**config.mk**
```make
export PLATFORM = sky130hd
export DESIGN_NAME = slave_ngsx_flat
export DESIGN_NICKNAME = d
export VERILOG_FILES = /design/src/rtl/slave_ngsx_pkg.sv /design/src/rtl/slave_ngsx_if.sv /design/src/rtl/ngsx_frame_sync.sv /design/src/rtl/slave_ngsx.sv /design/src/flat_wrapper.sv
export SDC_FILE = /design/constraint.sdc
export NUM_CORES = 1
export LEC_CHECK = 0
export CAP_MARGIN = 40
export CORE_MARGIN = 2
export CORE_UTILIZATION = 40
export CTS_BUF_LIST = sky130_fd_sc_hd__clkbuf_4 sky130_fd_sc_hd__clkbuf_8
export DETAILED_ROUTE_END_ITERATION = 10
export DONT_BUFFER_PORTS = 1
export SLEW_MARGIN = 20
export SYNTH_ARGS = -nofsm -noshare
export SYNTH_HDL_FRONTEND = slang
export SYNTH_HIERARCHICAL = 1
export SYNTH_SLANG_ARGS = --single-unit
```
**constraint.sdc**
```tcl
create_clock -name iClk -period 2.19 [get_ports iClk]
set_input_delay 0.438 -clock iClk [delete_from_list [all_inputs] [get_ports iClk]]
set_output_delay 0.438 -clock iClk [all_outputs]
set_load 0.005 [all_outputs]
```
**src/rtl/slave_ngsx_pkg.sv**
```systemverilog
`default_nettype none
// =============================================================================
// Module   : slave_ngsx_pkg
// Purpose  : Shared constants, types and helpers for the NGSX SGPIO slave.
//            Holds the frame-lock FSM state encodings, the per-edge decision
//            record used by the frame synchroniser, and the clog2 helper that
//            is also used on the master side to size bit counters.
// Ports    : none (package)
// Revision : 1.0 - initial release
// =============================================================================
package slave_ngsx_pkg;

   // Bits carried by one byte register of the frame.
   localparam int BITS_PER_REG = 8;

   // Frame-lock FSM state encodings.
   localparam logic [1:0] ST_SEARCH = 2'd0;
   localparam logic [1:0] ST_CHECK  = 2'd1;
   localparam logic [1:0] ST_LOCKED = 2'd2;

   // Outcome of one sampled edge: next FSM state plus the two event strobes.
   typedef struct packed {
      logic [1:0] state;
      logic       load_ok;
      logic       frame_err;
   } sync_step_t;

   // Ceiling log2, usable in constant expressions. ngsx_clog2(1) = 0.
   function automatic int ngsx_clog2(input int value);
      int result;
      result = 0;
      for (int v = value - 1; v > 0; v = v >> 1) begin
         result = result + 1;
      end
      return result;
   endfunction

endpackage
`default_nettype wire

```
**src/rtl/slave_ngsx_if.sv**
```systemverilog
`default_nettype none
// =============================================================================
// Module   : slave_ngsx_if
// Purpose  : Bundle of the SGPIO serial link and the parallel frame ports of
//            the NGSX slave.
// Ports    : (interface signals)
//            iLoad_n     - master load pulse, active-low, on the frame LSB
//            iSData      - serial data master -> slave, MSB first
//            oSData      - serial data slave -> master, MSB first
//            iPData      - parallel data to be serialised to the master
//            oPData      - last complete frame received from the master
//            oFrameValid - one-cycle pulse when oPData updates
//            oFrameErr   - one-cycle pulse on a framing error
//            oLocked     - high while the frame-lock FSM is LOCKED
//            Modport master drives the link/parallel inputs, modport slave
//            drives the outputs.
// Revision : 1.0 - initial release
// =============================================================================
interface slave_ngsx_if
   import slave_ngsx_pkg::*;
#(
   parameter int BYTE_REGS = 1
);

   localparam int N = BYTE_REGS * BITS_PER_REG;

   logic           iLoad_n;
   logic           iSData;
   logic           oSData;
   logic [N-1:0]   iPData;
   logic [N-1:0]   oPData;
   logic           oFrameValid;
   logic           oFrameErr;
   logic           oLocked;

   modport master (
      output iLoad_n,
      output iSData,
      output iPData,
      input  oSData,
      input  oPData,
      input  oFrameValid,
      input  oFrameErr,
      input  oLocked
   );

   modport slave (
      input  iLoad_n,
      input  iSData,
      input  iPData,
      output oSData,
      output oPData,
      output oFrameValid,
      output oFrameErr,
      output oLocked
   );

endinterface
`default_nettype wire

```
**src/rtl/ngsx_frame_sync.sv**
```systemverilog
`default_nettype none
// =============================================================================
// Module   : ngsx_frame_sync
// Purpose  : Bit counter and frame-lock FSM for the NGSX slave. Decides on
//            every edge whether a sampled load is the expected one (exactly
//            N edges after the previous load), early, or missing.
// Ports    : clk       - SGPIO clock, rising edge
//            rst_n     - asynchronous active-low reset
//            load_n    - sampled load pulse, active-low
//            load_ok   - this edge carries an expected load in CHECK/LOCKED;
//                        the frame on this edge must be published
//            frame_err - this edge detects an early or missing load
//            locked    - FSM currently in LOCKED
// Revision : 1.0 - initial release
// =============================================================================
module ngsx_frame_sync
   import slave_ngsx_pkg::*;
#(
   parameter int N = 8
)(
   input  logic clk,
   input  logic rst_n,
   input  logic load_n,
   output logic load_ok,
   output logic frame_err,
   output logic locked
);

   localparam int                  CNT_SIZE = ngsx_clog2(N) + 1;
   localparam logic [CNT_SIZE-1:0] MAX_CNT  = CNT_SIZE'(N - 1);

   logic [CNT_SIZE-1:0] r_cnt;
   logic [1:0]          r_state;
   logic                w_load;
   logic                w_at_max;
   sync_step_t          w_step;

   assign w_load   = ~load_n;
   assign w_at_max = (r_cnt == MAX_CNT);

   // Per-edge transition decision. A missing load is recognised on the edge
   // where the counter already sits at N-1 and no load is sampled.
   always_comb begin
      w_step.state     = r_state;
      w_step.load_ok   = 1'b0;
      w_step.frame_err = 1'b0;
      case (r_state)
         ST_SEARCH: begin
            if (w_load) begin
               w_step.state = ST_CHECK;
            end
         end
         ST_CHECK: begin
            if (w_load) begin
               if (w_at_max) begin
                  w_step.state   = ST_LOCKED;
                  w_step.load_ok = 1'b1;
               end else begin
                  w_step.frame_err = 1'b1;
               end
            end else if (w_at_max) begin
               w_step.state     = ST_SEARCH;
               w_step.frame_err = 1'b1;
            end
         end
         ST_LOCKED: begin
            if (w_load) begin
               if (w_at_max) begin
                  w_step.load_ok = 1'b1;
               end else begin
                  w_step.state     = ST_CHECK;
                  w_step.frame_err = 1'b1;
               end
            end else if (w_at_max) begin
               w_step.state     = ST_SEARCH;
               w_step.frame_err = 1'b1;
            end
         end
         default: begin
            w_step.state = ST_SEARCH;
         end
      endcase
   end

   // Counter restarts on every load and saturates so that a long gap in
   // SEARCH never wraps into a false "expected" position.
   always_ff @(posedge clk or negedge rst_n) begin
      if (!rst_n) begin
         r_cnt   <= '0;
         r_state <= ST_SEARCH;
      end else begin
         if (w_load) begin
            r_cnt <= '0;
         end else if (!w_at_max) begin
            r_cnt <= r_cnt + 1'b1;
         end
         r_state <= w_step.state;
      end
   end

   assign load_ok   = w_step.load_ok;
   assign frame_err = w_step.frame_err;
   assign locked    = (r_state == ST_LOCKED);

endmodule
`default_nettype wire

```
**src/rtl/slave_ngsx.sv**
```systemverilog
`default_nettype none
// =============================================================================
// Module   : slave_ngsx
// Purpose  : NGSX SGPIO slave. Deserialises frames from the master into
//            oPData once frame lock is established and serialises iPData back
//            to the master, reloading on every sampled load.
// Ports    : iClk   - SGPIO clock from the master, rising edge
//            iRst_n - asynchronous active-low reset
//            bus    - slave_ngsx_if.slave (serial link, parallel data,
//                     frame valid/error pulses, lock level)
// Revision : 1.0 - initial release
// =============================================================================
module slave_ngsx
   import slave_ngsx_pkg::*;
#(
   parameter int BYTE_REGS = 1
)(
   input  logic          iClk,
   input  logic          iRst_n,
   slave_ngsx_if.slave   bus
);

   localparam int N = BYTE_REGS * BITS_PER_REG;

   // Only the newest N-1 received bits are stored: the published frame is
   // always these plus the bit sampled on the load edge itself, so the
   // oldest bit of a full-width register would never be observed.
   logic [N-2:0] r_rx;
   logic [N-1:0] w_rx_next;
   logic [N-1:0] r_tx;
   logic [N-1:0] r_pdata;
   logic         r_valid;
   logic         r_err;
   logic         w_load_ok;
   logic         w_frame_err;
   logic         w_locked;

   assign w_rx_next = {r_rx, bus.iSData};

   ngsx_frame_sync #(
      .N         (N)
   ) u_frame_sync (
      .clk       (iClk),
      .rst_n     (iRst_n),
      .load_n    (bus.iLoad_n),
      .load_ok   (w_load_ok),
      .frame_err (w_frame_err),
      .locked    (w_locked)
   );

   always_ff @(posedge iClk or negedge iRst_n) begin
      if (!iRst_n) begin
         r_rx    <= '0;
         r_tx    <= '0;
         r_pdata <= '0;
         r_valid <= 1'b0;
         r_err   <= 1'b0;
      end else begin
         r_rx <= w_rx_next[N-2:0];
         // Transmit reloads on every sampled load, independent of lock, so
         // the master always sees fresh data in the following frame.
         if (!bus.iLoad_n) begin
            r_tx <= bus.iPData;
         end else begin
            r_tx <= {r_tx[N-2:0], 1'b0};
         end
         if (w_load_ok) begin
            r_pdata <= w_rx_next;
         end
         r_valid <= w_load_ok;
         r_err   <= w_frame_err;
      end
   end

   assign bus.oSData      = r_tx[N-1];
   assign bus.oPData      = r_pdata;
   assign bus.oFrameValid = r_valid;
   assign bus.oFrameErr   = r_err;
   assign bus.oLocked     = w_locked;

endmodule
`default_nettype wire

```
**src/flat_wrapper.sv**
```systemverilog
// flat-port wrapper written by rule: the top's interface ports become plain ports
module slave_ngsx_flat import slave_ngsx_pkg::*;
#(
   parameter int BYTE_REGS = 1
)
  (iClk, iRst_n, bus_iLoad_n, bus_iSData, bus_iPData, bus_oSData, bus_oPData, bus_oFrameValid, bus_oFrameErr, bus_oLocked);
  slave_ngsx_if #(.BYTE_REGS(BYTE_REGS)) bus_i ();
  input  logic iClk;
  input  logic iRst_n;
  input wire logic [$bits(bus_i.iLoad_n)-1:0] bus_iLoad_n;
  input wire logic [$bits(bus_i.iSData)-1:0] bus_iSData;
  input wire logic [$bits(bus_i.iPData)-1:0] bus_iPData;
  output wire logic [$bits(bus_i.oSData)-1:0] bus_oSData;
  output wire logic [$bits(bus_i.oPData)-1:0] bus_oPData;
  output wire logic [$bits(bus_i.oFrameValid)-1:0] bus_oFrameValid;
  output wire logic [$bits(bus_i.oFrameErr)-1:0] bus_oFrameErr;
  output wire logic [$bits(bus_i.oLocked)-1:0] bus_oLocked;
  assign bus_i.iLoad_n = bus_iLoad_n;
  assign bus_i.iSData = bus_iSData;
  assign bus_i.iPData = bus_iPData;
  assign bus_oSData = bus_i.oSData;
  assign bus_oPData = bus_i.oPData;
  assign bus_oFrameValid = bus_i.oFrameValid;
  assign bus_oFrameErr = bus_i.oFrameErr;
  assign bus_oLocked = bus_i.oLocked;
  slave_ngsx #(.BYTE_REGS(BYTE_REGS)) u_core (.iClk(iClk), .iRst_n(iRst_n), .bus(bus_i));
endmodule
```
==> flow_summary.yaml <==
run_status:
  run_status: "complete, no violations"
synth:
  synth_nets: 112
  synth-edff-count: 0
  synthTopCellsByArea: "sky130_fd_sc_hd__dfrtp_1 (57%), sky130_fd_sc_hd__mux2_4 (18%), sky130_fd_sc_hd__ha_1 (7.4%), sky130_fd_sc_hd__o21ai_0 (1.8%), sky130_fd_sc_hd__buf_6 (1.7%)"
  synth_seq_cells: 31
  yosysWarnings: 6
  netlist_area_um2: 1354
  asyncSetResetFlopFracSynth_pct: 100.0
  synthesis.area_per_instance_um2: 14.72
  synthTopCellsByCount: "sky130_fd_sc_hd__dfrtp_1 (31), sky130_fd_sc_hd__mux2_4 (16), sky130_fd_sc_hd__ha_1 (8)"
  number_of_cells_produced_by_synthesis: 92
  yosys.cell_count.top_type: "sky130_fd_sc_hd__dfrtp_1"
  yosys.area.top_type: "sky130_fd_sc_hd__dfrtp_1"
  synth_ff_type: "sky130_fd_sc_hd__dfrtp_1"
  synth_cell_type_count: 22
  synth_top_cell_area_share_pct: 57.30
  synth_seq_area_share_pct: 57.30
sta:
  timing.slew.headroom_pct: 75.03
  finalSetupViolations: 0
  layout_worst_path_cycle_share_pct: 91.94
  final_setup_skew_ns: 0.01474
  report.final.slew_viol_count: 0
  period_minus_slack_ns: 2.013
  rsz0062_at_grt: "no"
  hold_violations: 0
  finalSetupTns_ns: 0
  transition_time_of_the_tightest_slew_check_pin_ns: 0.3732
  worst_hold_slack_ns: 0.1419
  max_clock_freq_ghz: 0.4967
  layout_setup_ws_ns: 0.1766
detailed_routing:
  detailroute.via_count: 714
  drcViolationCount: 0
  ant_nets: 0
  drt-vias-per-instance: 4.857
  number_of_design_rule_violations_left_by_the_first_detailed_router_iteration: 26
  wirelength_um: 2100
  detailed_router_iteration_count_before_antenna_repair: 4
  routed_wire_length_per_instance_um: 14.29
pwr:
  ratio_of_total_power_to_cell_area_nw_per_um2: 773.6
  power.static_leakage_nw: 0.7562
  power.ir.vdd_worst_mv: 0.2608
worst_setup_path:
  worst_path_most_repeated_cell: "sky130_fd_sc_hd__ha_1"
  worst_path_max_fanout: 6
  crit_buf_inv: 3
  critPathTopFamily: "simple AND/OR/NAND/NOR gates"
  timing.critical_path.slowest_cell_delay_ns: 0.40
  cp_data_required_time_ns: 2.40
  crit_path_end_kind: "flop"
  timing.rr.end: "u_core/bus.oPData[7]"
  critical_path_class: "reg2reg"
  ff2ff_setup_slack_ns: 0.18
  critical_path.startpoint_type: "flop"
  crit-reg2reg-launch: "u_core/u_frame_sync/r_cnt[0]"
  reg2regPathDepth: 8
  critPathSlowestCell: "sky130_fd_sc_hd__dfrtp_1"
  critical_path.cell_chain: "ha_1 -> nand3b_4 -> inv_2 -> ha_1 -> inv_1 -> nor2_1 -> buf_4 -> mux2_4"
  critPathArrivalTime_ns: 2.22
worst_hold_path:
  worst_hold_path_endpoint: "u_core/r_rx[0]"
  worst_hold_path.num_cells: 0
  worstHoldPathType: "in2reg"
  hold_start: "bus_iSData"
final_layout:
  area_growth_syn_to_layout_pct: 10.07
  final_layout_size_suffix_gt1_share_pct: 28.71
  nets: 121
  count_of_non_filler_cells_in_the_finished_layout: 147
  antenna_cells_inserted: 0
grt:
  grt_overflow: 0
  grt_antenna_before_repair: 0
  grt_first_pass_wirelength_um: 3636
  grt_use_total_pct: 12.51
  first_global_vias: 784
  grt_max_degree: 32
place:
  place.detailed.instances: 138
  place_hpwl_um: 1453
  post-place-ws_ns: 0.1778
  finalWeightedCongestion: 0.7594
  placement.io_buffers: 0
die:
  die_w_um: 62.18
  starting_density_of_the_core_pct: 41.22
  core_region_area_um2: 3284
  row_count: 21
  overall_die_area_um2: 3866
  dieHeight_um: 62.18
  io_pins: 24
cts:
  clock_tree_from_tritoncts: "done"
  cts_resized: 0
  reg_clk_slew_reported_paths_ns: 0.08
  post-cts-setup-buffer-count: 0
  clockRootBuffer: "sky130_fd_sc_hd__clkbuf_4"
  cts.sinks: 31
  worst_skew_pair.late_latency_ns: 0.33
  htreeDepth: 2
  cts_buffers: 5
  cts-root-to-sink-buffers: 2
job:
  max_cap_violations: 0
-- per-layer routing --
| metal | global-route usage (%) | share of wire (%) | up-vias |
|---|---|---|---|
| li1 | - | - | 335 |
| met1 | 14.54 | 43 | 343 |
| met2 | 18.75 | 48 | 29 |
| met3 | 4.529 | 5.7 | 7 |
| met4 | 9.722 | 3.1 | 0 |
| met5 | 0 | 0 | - |
-- layout make-up --
| cell class | instances | area, um^2 |
|---|---|---|
| Multi-Input combinational cell | 54 | 536.8 |
| Inverter | 5 | 18.77 |
| Timing Repair Buffer | 4 | 45.04 |
| Clock inverter | 1 | 5.005 |
| Tap cell | 46 | 57.56 |
| Clock buffer | 6 | 51.30 |
| Sequential cell | 31 | 775.7 |
| Fill cell | 310 | 1794 |
-- placed cells by master, fill, tap and decap left out, drive strengths merged --
cell type    count
nand3            1
dlygate4sd3      1
mux2i            2
nand3b           1
mux2            16
a22o             1
nor2             4
o211ai           1
nand2            5
o21ai            5
clkinv           1
a311oi           1
buf              3
or2b             2
a21o             1
inv              5
clkbuf           6
ha               8
o22ai            2
a21oi            1
a211o            1
dfrtp           31
nor2b            2
-- worst reg2reg max path, cell delays in order (launching register included) --
cell,delay (ns)
sky130_fd_sc_hd__dfrtp_1,0.40
sky130_fd_sc_hd__ha_1,0.25
sky130_fd_sc_hd__nand3b_4,0.12
sky130_fd_sc_hd__inv_2,0.10
sky130_fd_sc_hd__ha_1,0.13
sky130_fd_sc_hd__inv_1,0.03
sky130_fd_sc_hd__nor2_1,0.31
sky130_fd_sc_hd__buf_4,0.26
sky130_fd_sc_hd__mux2_4,0.31
-- flip-flops by register name, summed over array words and instances, names as in the netlist --
name	count
u_core/r_rx	7
u_core/bus.oPData	8
u_core/bus.oFrameValid	1
u_core/bus.oFrameErr	1
u_core/r_tx	8
u_core/u_frame_sync/r_state	2
u_core/u_frame_sync/r_cnt	4
-- power breakdown --
group          total, mW  leakage (nW)  internal [mW]  switching [mW]
sequential         0.649         0.395          0.616          0.0322
clock              0.335        0.0341          0.149           0.187
combinational      0.169         0.327         0.0862          0.0824
total               1.15         0.756          0.851           0.302
-- what timing repair did --
action | 4_1_cts | 5_1_grt
setup endpoints to repair | 0 | 0
endpoints found under the hold margin | 31 | 0
hold buffers | 2 | 0
-- worst max-delay path by stage --
stage / from / end / cells after the start
5_1_grt: u_core/u_frame_sync/r_cnt[0] / u_core/bus.oPData[7] / 8
2_1_floorplan: u_core/u_frame_sync/r_cnt[0] / u_core/bus.oPData[0] / 8
6_report: u_core/u_frame_sync/r_cnt[0] / u_core/bus.oPData[7] / 8
4_1_cts: u_core/u_frame_sync/r_cnt[0] / u_core/bus.oPData[6] / 8
3_3_place_gp: u_core/u_frame_sync/r_cnt[0] / u_core/bus.oPData[0] / 7
3_5_place_dp: u_core/u_frame_sync/r_cnt[0] / u_core/bus.oPData[6] / 8
-- through the flow --
stage               utilization (%)  power [mW]  cell area (um^2)
global route                  45.37       1.222              1490
CTS                           45.37       1.161              1490
floorplan                         -      0.7835              1354
detailed placement            42.74      0.8083              1404
global placement              42.51      0.8051              1396
finish                        45.37       1.153              1490
-- cell families after synthesis --
family / Yosys count / synth area share [%]
AOI/OAI and AO/OA: 13 / 6.655
adders and majority gates: 8 / 7.394
buffers and inverters: 7 / 3.049
DFF: 31 / 57.30
muxes: 18 / 19.22
and+or+nand+nor: 15 / 6.376
No activity file was read; power rests on OpenSTA's default activity.
